File: config.mk
export PLATFORM = sky130hd
export DESIGN_NAME = led_blink
export DESIGN_NICKNAME = d
export VERILOG_FILES = /design/src/rtl/led_blink_pkg.sv /design/src/rtl/led_blink_phase_timer.sv /design/src/rtl/led_blink.sv
export SDC_FILE = /design/constraint.sdc
export NUM_CORES = 1
export LEC_CHECK = 0
export CORE_ASPECT_RATIO = 0.75
export CORE_MARGIN = 2
export CORE_UTILIZATION = 59
export CTS_BUF_LIST = sky130_fd_sc_hd__clkbuf_4 sky130_fd_sc_hd__clkbuf_8 sky130_fd_sc_hd__clkbuf_16
export DETAILED_ROUTE_END_ITERATION = 10
export GPL_ROUTABILITY_DRIVEN = 0
export PLACE_DENSITY = 0.79
export SYNTH_ARGS = -nofsm -noshare
export SYNTH_HDL_FRONTEND = slang
export SYNTH_SLANG_ARGS = --single-unit
File: constraint.sdc
create_clock -name clk -period 2.5 [get_ports clk]
set_input_delay 0.25 -clock clk [delete_from_list [all_inputs] [get_ports clk]]
set_output_delay 0.25 -clock clk [all_outputs]
set_load 0.005 [all_outputs]
File: src/rtl/led_blink_pkg.sv
// Shared definitions for the LED blink driver: state encodings, default
// timing derived from the system clock, and the phase-timer width helper.
package led_blink_pkg;

    localparam logic [1:0] LED_BLINK_IDLE = 2'd0;
    localparam logic [1:0] LED_BLINK_ON   = 2'd1;
    localparam logic [1:0] LED_BLINK_OFF  = 2'd2;

    localparam int SYS_CLK_HZ         = 24_000_000;
    localparam int DEFAULT_ON_CYCLES  = SYS_CLK_HZ / 2;
    localparam int DEFAULT_OFF_CYCLES = SYS_CLK_HZ / 2;

    // Width able to hold 0..max(on,off)-1; never narrower than one bit.
    function automatic int timer_width(input int on_c, input int off_c);
        int m;
        m = (on_c > off_c) ? on_c : off_c;
        return (m > 1) ? $clog2(m) : 1;
    endfunction

endpackage

File: src/rtl/led_blink_phase_timer.sv
// Loadable/clearable up-counter with a terminal-count flag. Holds at the
// terminal value instead of wrapping; clear has priority over load.
module phase_timer #(
    parameter int W = 8
) (
    input  logic         clk,
    input  logic         rst_n,
    input  logic         clr,
    input  logic         load,
    input  logic [W-1:0] load_val,
    input  logic         en,
    input  logic [W-1:0] tc_val,
    output logic         tc
);

    logic [W-1:0] cnt_q;
    logic [W-1:0] cnt_d;

    assign tc = (cnt_q == tc_val);

    always_comb begin
        cnt_d = cnt_q;
        if (clr) begin
            cnt_d = '0;
        end else if (load) begin
            cnt_d = load_val;
        end else if (en && !tc) begin
            cnt_d = cnt_q + W'(1);
        end
    end

    always_ff @(posedge clk or negedge rst_n) begin
        if (!rst_n) begin
            cnt_q <= '0;
        end else begin
            cnt_q <= cnt_d;
        end
    end

endmodule

File: src/rtl/led_blink.sv
// Plays N timed on/off blinks on an LED per single-cycle trigger.
// Optional one-entry request queue enabled by defining LED_BLINK_QUEUE_EN.
module led_blink
    import led_blink_pkg::*;
#(
    parameter int ON_CYCLES  = DEFAULT_ON_CYCLES,
    parameter int OFF_CYCLES = DEFAULT_OFF_CYCLES,
    parameter int CNT_W      = 4
) (
    input  logic             clk,
    input  logic             rst_n,
    input  logic             trigger,
    input  logic [CNT_W-1:0] count,
    output logic             busy,
    output logic             led,
    output logic             done
);

    localparam int             TW     = timer_width(ON_CYCLES, OFF_CYCLES);
    localparam logic [TW-1:0]  ON_TC  = TW'(ON_CYCLES - 1);
    localparam logic [TW-1:0]  OFF_TC = TW'(OFF_CYCLES - 1);

    logic [1:0]       state_q, state_d;
    logic [CNT_W-1:0] remaining_q, remaining_d;
    logic             led_q, led_d;
    logic             busy_q, busy_d;
    logic             done_q, done_d;
    logic             tmr_clr;
    logic             tmr_tc;
    logic [TW-1:0]    tmr_tc_val;

`ifdef LED_BLINK_QUEUE_EN
    logic             pend_vld_q, pend_vld_d;
    logic [CNT_W-1:0] pend_cnt_q, pend_cnt_d;
`endif

    function automatic logic [CNT_W-1:0] eff_count(input logic [CNT_W-1:0] c);
        return (c == '0) ? CNT_W'(1) : c;
    endfunction

    always_comb begin
        state_d     = state_q;
        remaining_d = remaining_q;
        done_d      = 1'b0;
`ifdef LED_BLINK_QUEUE_EN
        pend_vld_d  = pend_vld_q;
        pend_cnt_d  = pend_cnt_q;
`endif
        case (state_q)
            LED_BLINK_IDLE: begin
`ifdef LED_BLINK_QUEUE_EN
                // Draining the buffer frees it, so a coincident trigger refills it.
                if (pend_vld_q) begin
                    state_d     = LED_BLINK_ON;
                    remaining_d = eff_count(pend_cnt_q);
                    pend_vld_d  = trigger;
                    pend_cnt_d  = trigger ? count : pend_cnt_q;
                end else
`endif
                if (trigger) begin
                    state_d     = LED_BLINK_ON;
                    remaining_d = eff_count(count);
                end
            end
            LED_BLINK_ON: begin
                if (tmr_tc) begin
                    state_d = LED_BLINK_OFF;
                end
            end
            LED_BLINK_OFF: begin
                if (tmr_tc) begin
                    remaining_d = remaining_q - CNT_W'(1);
                    if (remaining_q == CNT_W'(1)) begin
                        state_d = LED_BLINK_IDLE;
                        done_d  = 1'b1;
                    end else begin
                        state_d = LED_BLINK_ON;
                    end
                end
            end
            default: begin
                state_d = LED_BLINK_IDLE;
            end
        endcase
`ifdef LED_BLINK_QUEUE_EN
        if (state_q != LED_BLINK_IDLE && trigger && !pend_vld_q) begin
            pend_vld_d = 1'b1;
            pend_cnt_d = count;
        end
`endif
    end

    // Outputs are decoded from the next state so they change on the same edge.
    assign led_d      = (state_d == LED_BLINK_ON);
    assign busy_d     = (state_d != LED_BLINK_IDLE);
    assign tmr_tc_val = (state_q == LED_BLINK_ON) ? ON_TC : OFF_TC;
    assign tmr_clr    = (state_d != state_q) || (state_q == LED_BLINK_IDLE);

    phase_timer #(
        .W(TW)
    ) u_phase_timer (
        .clk     (clk),
        .rst_n   (rst_n),
        .clr     (tmr_clr),
        .load    (1'b0),
        .load_val({TW{1'b0}}),
        .en      (1'b1),
        .tc_val  (tmr_tc_val),
        .tc      (tmr_tc)
    );

    always_ff @(posedge clk or negedge rst_n) begin
        if (!rst_n) begin
            state_q     <= LED_BLINK_IDLE;
            remaining_q <= '0;
            led_q       <= 1'b0;
            busy_q      <= 1'b0;
            done_q      <= 1'b0;
        end else begin
            state_q     <= state_d;
            remaining_q <= remaining_d;
            led_q       <= led_d;
            busy_q      <= busy_d;
            done_q      <= done_d;
        end
    end

`ifdef LED_BLINK_QUEUE_EN
    always_ff @(posedge clk or negedge rst_n) begin
        if (!rst_n) begin
            pend_vld_q <= 1'b0;
            pend_cnt_q <= '0;
        end else begin
            pend_vld_q <= pend_vld_d;
            pend_cnt_q <= pend_cnt_d;
        end
    end
`endif

    assign led  = led_q;
    assign busy = busy_q;
    assign done = done_q;

endmodule

==> flow_summary.json <==
{
  "die_w_um": 67.9,
  "coreArea_um2": 2940,
  "synth_compound_area_share_pct": 4.22,
  "grt_usage_pct": 23.1,
  "synth_nets": 196,
  "grt.overflow.total": 0,
  "fin_ws_ns": 0.423,
  "hold_viol_final": 0,
  "synth_top_family_by_area": "simple AND/OR/NAND/NOR gates",
  "p_seq_share_pct": 57.7,
  "routedWlPerCell_um": 14.7,
  "fin_nets": 207,
  "synth-xor-area-share_pct": 10.7,
  "vias_per_cell": 5.78,
  "max_stage_delay_ns": 0.38,
  "final.setup.tns_ns": 0,
  "grt_pass1_wl_um": 5820,
  "cts.repair.resized": 0,
  "grt_max_degree": 34,
  "cts_buffers": 5,
  "min_period_ns": 2.08,
  "pre_cts_slack_ns": 0.432,
  "hold_path_class": "in -> async",
  "synthMuxAreaShare_pct": 1.18,
  "utilization_pct": 67.5,
  "hpwl_um": 2390,
  "grt_antenna_before_repair": 0,
  "cp_data_required_time_ns": 2.67,
  "drtIter0Drc": 107,
  "ys_seq_area_share_pct": 45.7,
  "yosys.area_share.simple_pct": 32.0,
  "maxCapViolCount": 0,
  "initial_utilization_pct": 61.6,
  "synth_edf_count": 0,
  "antennaDiodeCount": 0,
  "holdBufCountCts": 0,
  "synthTopCellsByArea": "dfrtp_1 46%, nor2_1 8.1%, xnor2_1 7.3%, xor2_1 3.4%, nand3_1 2.8%",
  "path_cells": "ha_1 > nand3_1 > or2_4 > nor4_2 > mux2_1 > a221o_1",
  "drive_gt1_share_pct": 10.2,
  "rsz0062_at_grt": "no",
  "ys_warn_count": 0,
  "status": "complete, no violations",
  "h-tree-depth": 2,
  "rows": 17,
  "synth_adder_area_share_pct": 2.08,
  "portBuffers": 9,
  "swShare_pct": 21.5,
  "drc": 0,
  "slowest_stage": "dfrtp_1",
  "synth_area_um2": 1810,
  "slew_viol_final": 0,
  "first_global_vias": 1257,
  "pwr-share-clk_pct": 38.8,
  "cts_root_buffer": "clkbuf_8",
  "p_per_area_nw_per_um2": 471,
  "critPathArrivalTime_ns": 2.25,
  "via_count": 1353,
  "clk_latency_ns": 0.28,
  "vdd_ir_drop_max_mv": 0.380,
  "cp-end-kind": "flop",
  "area_growth_pct": 9.62,
  "cts_num_sinks": 33,
  "cts_buffer_depth": 2,
  "netlist.area_leader.share_pct": 45.7,
  "max_freq_ghz": 0.482,
  "multi_input_area_um2": 907,
  "holdWs_ns": 0.371,
  "comb_power_share_pct": 3.6,
  "setup_viol": 0,
  "skew_ns": 0.00650,
  "die_area_um2": 3530,
  "ff_latch_area_um2": 826,
  "synth_cell_types": 44,
  "synthArstFlopShare_pct": 100,
  "fillers": 221,
  "min_period_over_period_pct": 83.1,
  "leakagePower_nw": 0.861,
  "drt_wl_total_um": 3450,
  "syn_avg_cell_area_um2": 9.72,
  "netlist_instances": 186,
  "power_switching_w": 0.000201,
  "cts_tree": "built",
  "relSlewSlack_pct": 62.1,
  "synth_flop_cell": "dfrtp_1",
  "fin_total_pwr_w": 0.000934,
  "yosysTopAreaCell": "dfrtp_1",
  "dr.pass1.iters": 4,
  "worst_pin_slew_ns": 0.563,
  "cp_max_fo": 13,
  "ys_seq_elements": 33,
  "worstSetupPathType": "reg -> reg",
  "ant_nets": 0,
  "start_kind": "flop",
  "cts_setup_buffers": 0,
  "chipHeight_um": 51.9,
  "p_int_w": 0.000733,
  "ioPinCount": 10,
  "clkTransAtPathRegs_ns": 0.06
}
## per-layer routing
metal,vias to the layer above,part of all wire (%),track usage [%]
li1,658,-,-
met1,649,49,33.5
met2,39,43,31.9
met3,7,6.0,6.71
met4,0,1.8,10.3
met5,-,0,0
## metrics by stage
stage	area [um2]	std cells
after global placement	1910	228
after global routing	1980	234
after detailed placement	1910	228
after floorplan	1810	186
final	1980	234
after CTS	1980	234
## final timing paths
path                                              from                      end  slack [ns]  cells past startpoint
worst max-delay path            u_phase_timer.cnt_q[0]           remaining_q[2]        0.42                      6
worst min-delay path                             rst_n   u_phase_timer.cnt_q[4]        0.37                      2
worst max register to register  u_phase_timer.cnt_q[0]           remaining_q[2]        0.42                      6
worst min register to register  u_phase_timer.cnt_q[0]   u_phase_timer.cnt_q[0]        0.48                      1
max in group asynchronous                        rst_n  u_phase_timer.cnt_q[18]        1.83                      2
min in group clk                u_phase_timer.cnt_q[0]   u_phase_timer.cnt_q[0]        0.48                      1
## final cells by class
| cell class | count | share of cell area, % |
|---|---|---|
| Tap cell | 38 | 2.40 |
| Timing Repair Buffer | 10 | 4.92 |
| Clock buffer | 5 | 3.47 |
| Multi-Input combinational cell | 139 | 45.8 |
| Clock inverter | 1 | 0.253 |
| Sequential cell | 33 | 41.7 |
| Inverter | 8 | 1.52 |
## power groups by stage
stage | Combinational [W] | Sequential, W | Clock, W
6_report | 0.0000335 | 0.000539 | 0.000362
5_1_grt | 0.0000386 | 0.000539 | 0.000392
4_1_cts | 0.0000346 | 0.000539 | 0.000371
3_5_place_dp | 0.0000337 | 0.000548 | 0
3_3_place_gp | 0.0000324 | 0.000548 | 0
2_1_floorplan | 0.00000905 | 0.000548 | 0
## worst max-delay path: cells and delay by family (launching register included)
kind	cells	cell delay (ns)
flip-flops	1	0.38
multiplexers	1	0.34
adder cells (fa/ha/maj)	1	0.20
AND/OR/NAND/NOR	3	0.77
AO/OA/AOI/OAI	1	0.29
## cells in the mapped netlist, types with 5 or more instances
master,number
dfrtp_1,33
inv_1,8
nand2_1,8
nand2b_1,6
nand3_1,10
nand4_1,5
nor2_1,39
nor3_1,10
xnor2_1,15
xor2_1,7
## sequential cells by signal, indices dropped and copies added, names as in the netlist
| signal | count |
|---|---|
| led | 1 |
| done | 1 |
| u_phase_timer.cnt_q | 24 |
| state_q | 2 |
| remaining_q | 4 |
| busy | 1 |
## placed cells by master (no fill, tap or decap), types with 2 or more instances in the layout
master / Yosys / routed
xnor2_1: 15 / 15
ha_1: 3 / 3
dfrtp_1: 33 / 33
clkbuf_8: 0 / 5
clkdlybuf4s50_1: 0 / 9
nand2_1: 8 / 8
nand4_1: 5 / 5
or4_4: 2 / 2
nor4_2: 3 / 3
nor3_1: 10 / 10
nand3_1: 10 / 10
and3_1: 2 / 2
nand2b_1: 6 / 6
nor4_1: 2 / 2
inv_1: 8 / 8
nor2_1: 39 / 39
xor2_1: 7 / 7
## cells by family after synthesis
kind of cell / Yosys count
AND/OR/NAND/NOR: 102
flip-flops: 33
XOR/XNOR: 22
buffers and inverters: 14
AO/OA/AOI/OAI: 10
adder cells (fa/ha/maj): 3
multiplexers: 2
Note: power is estimated with default switching activity, not from simulation.
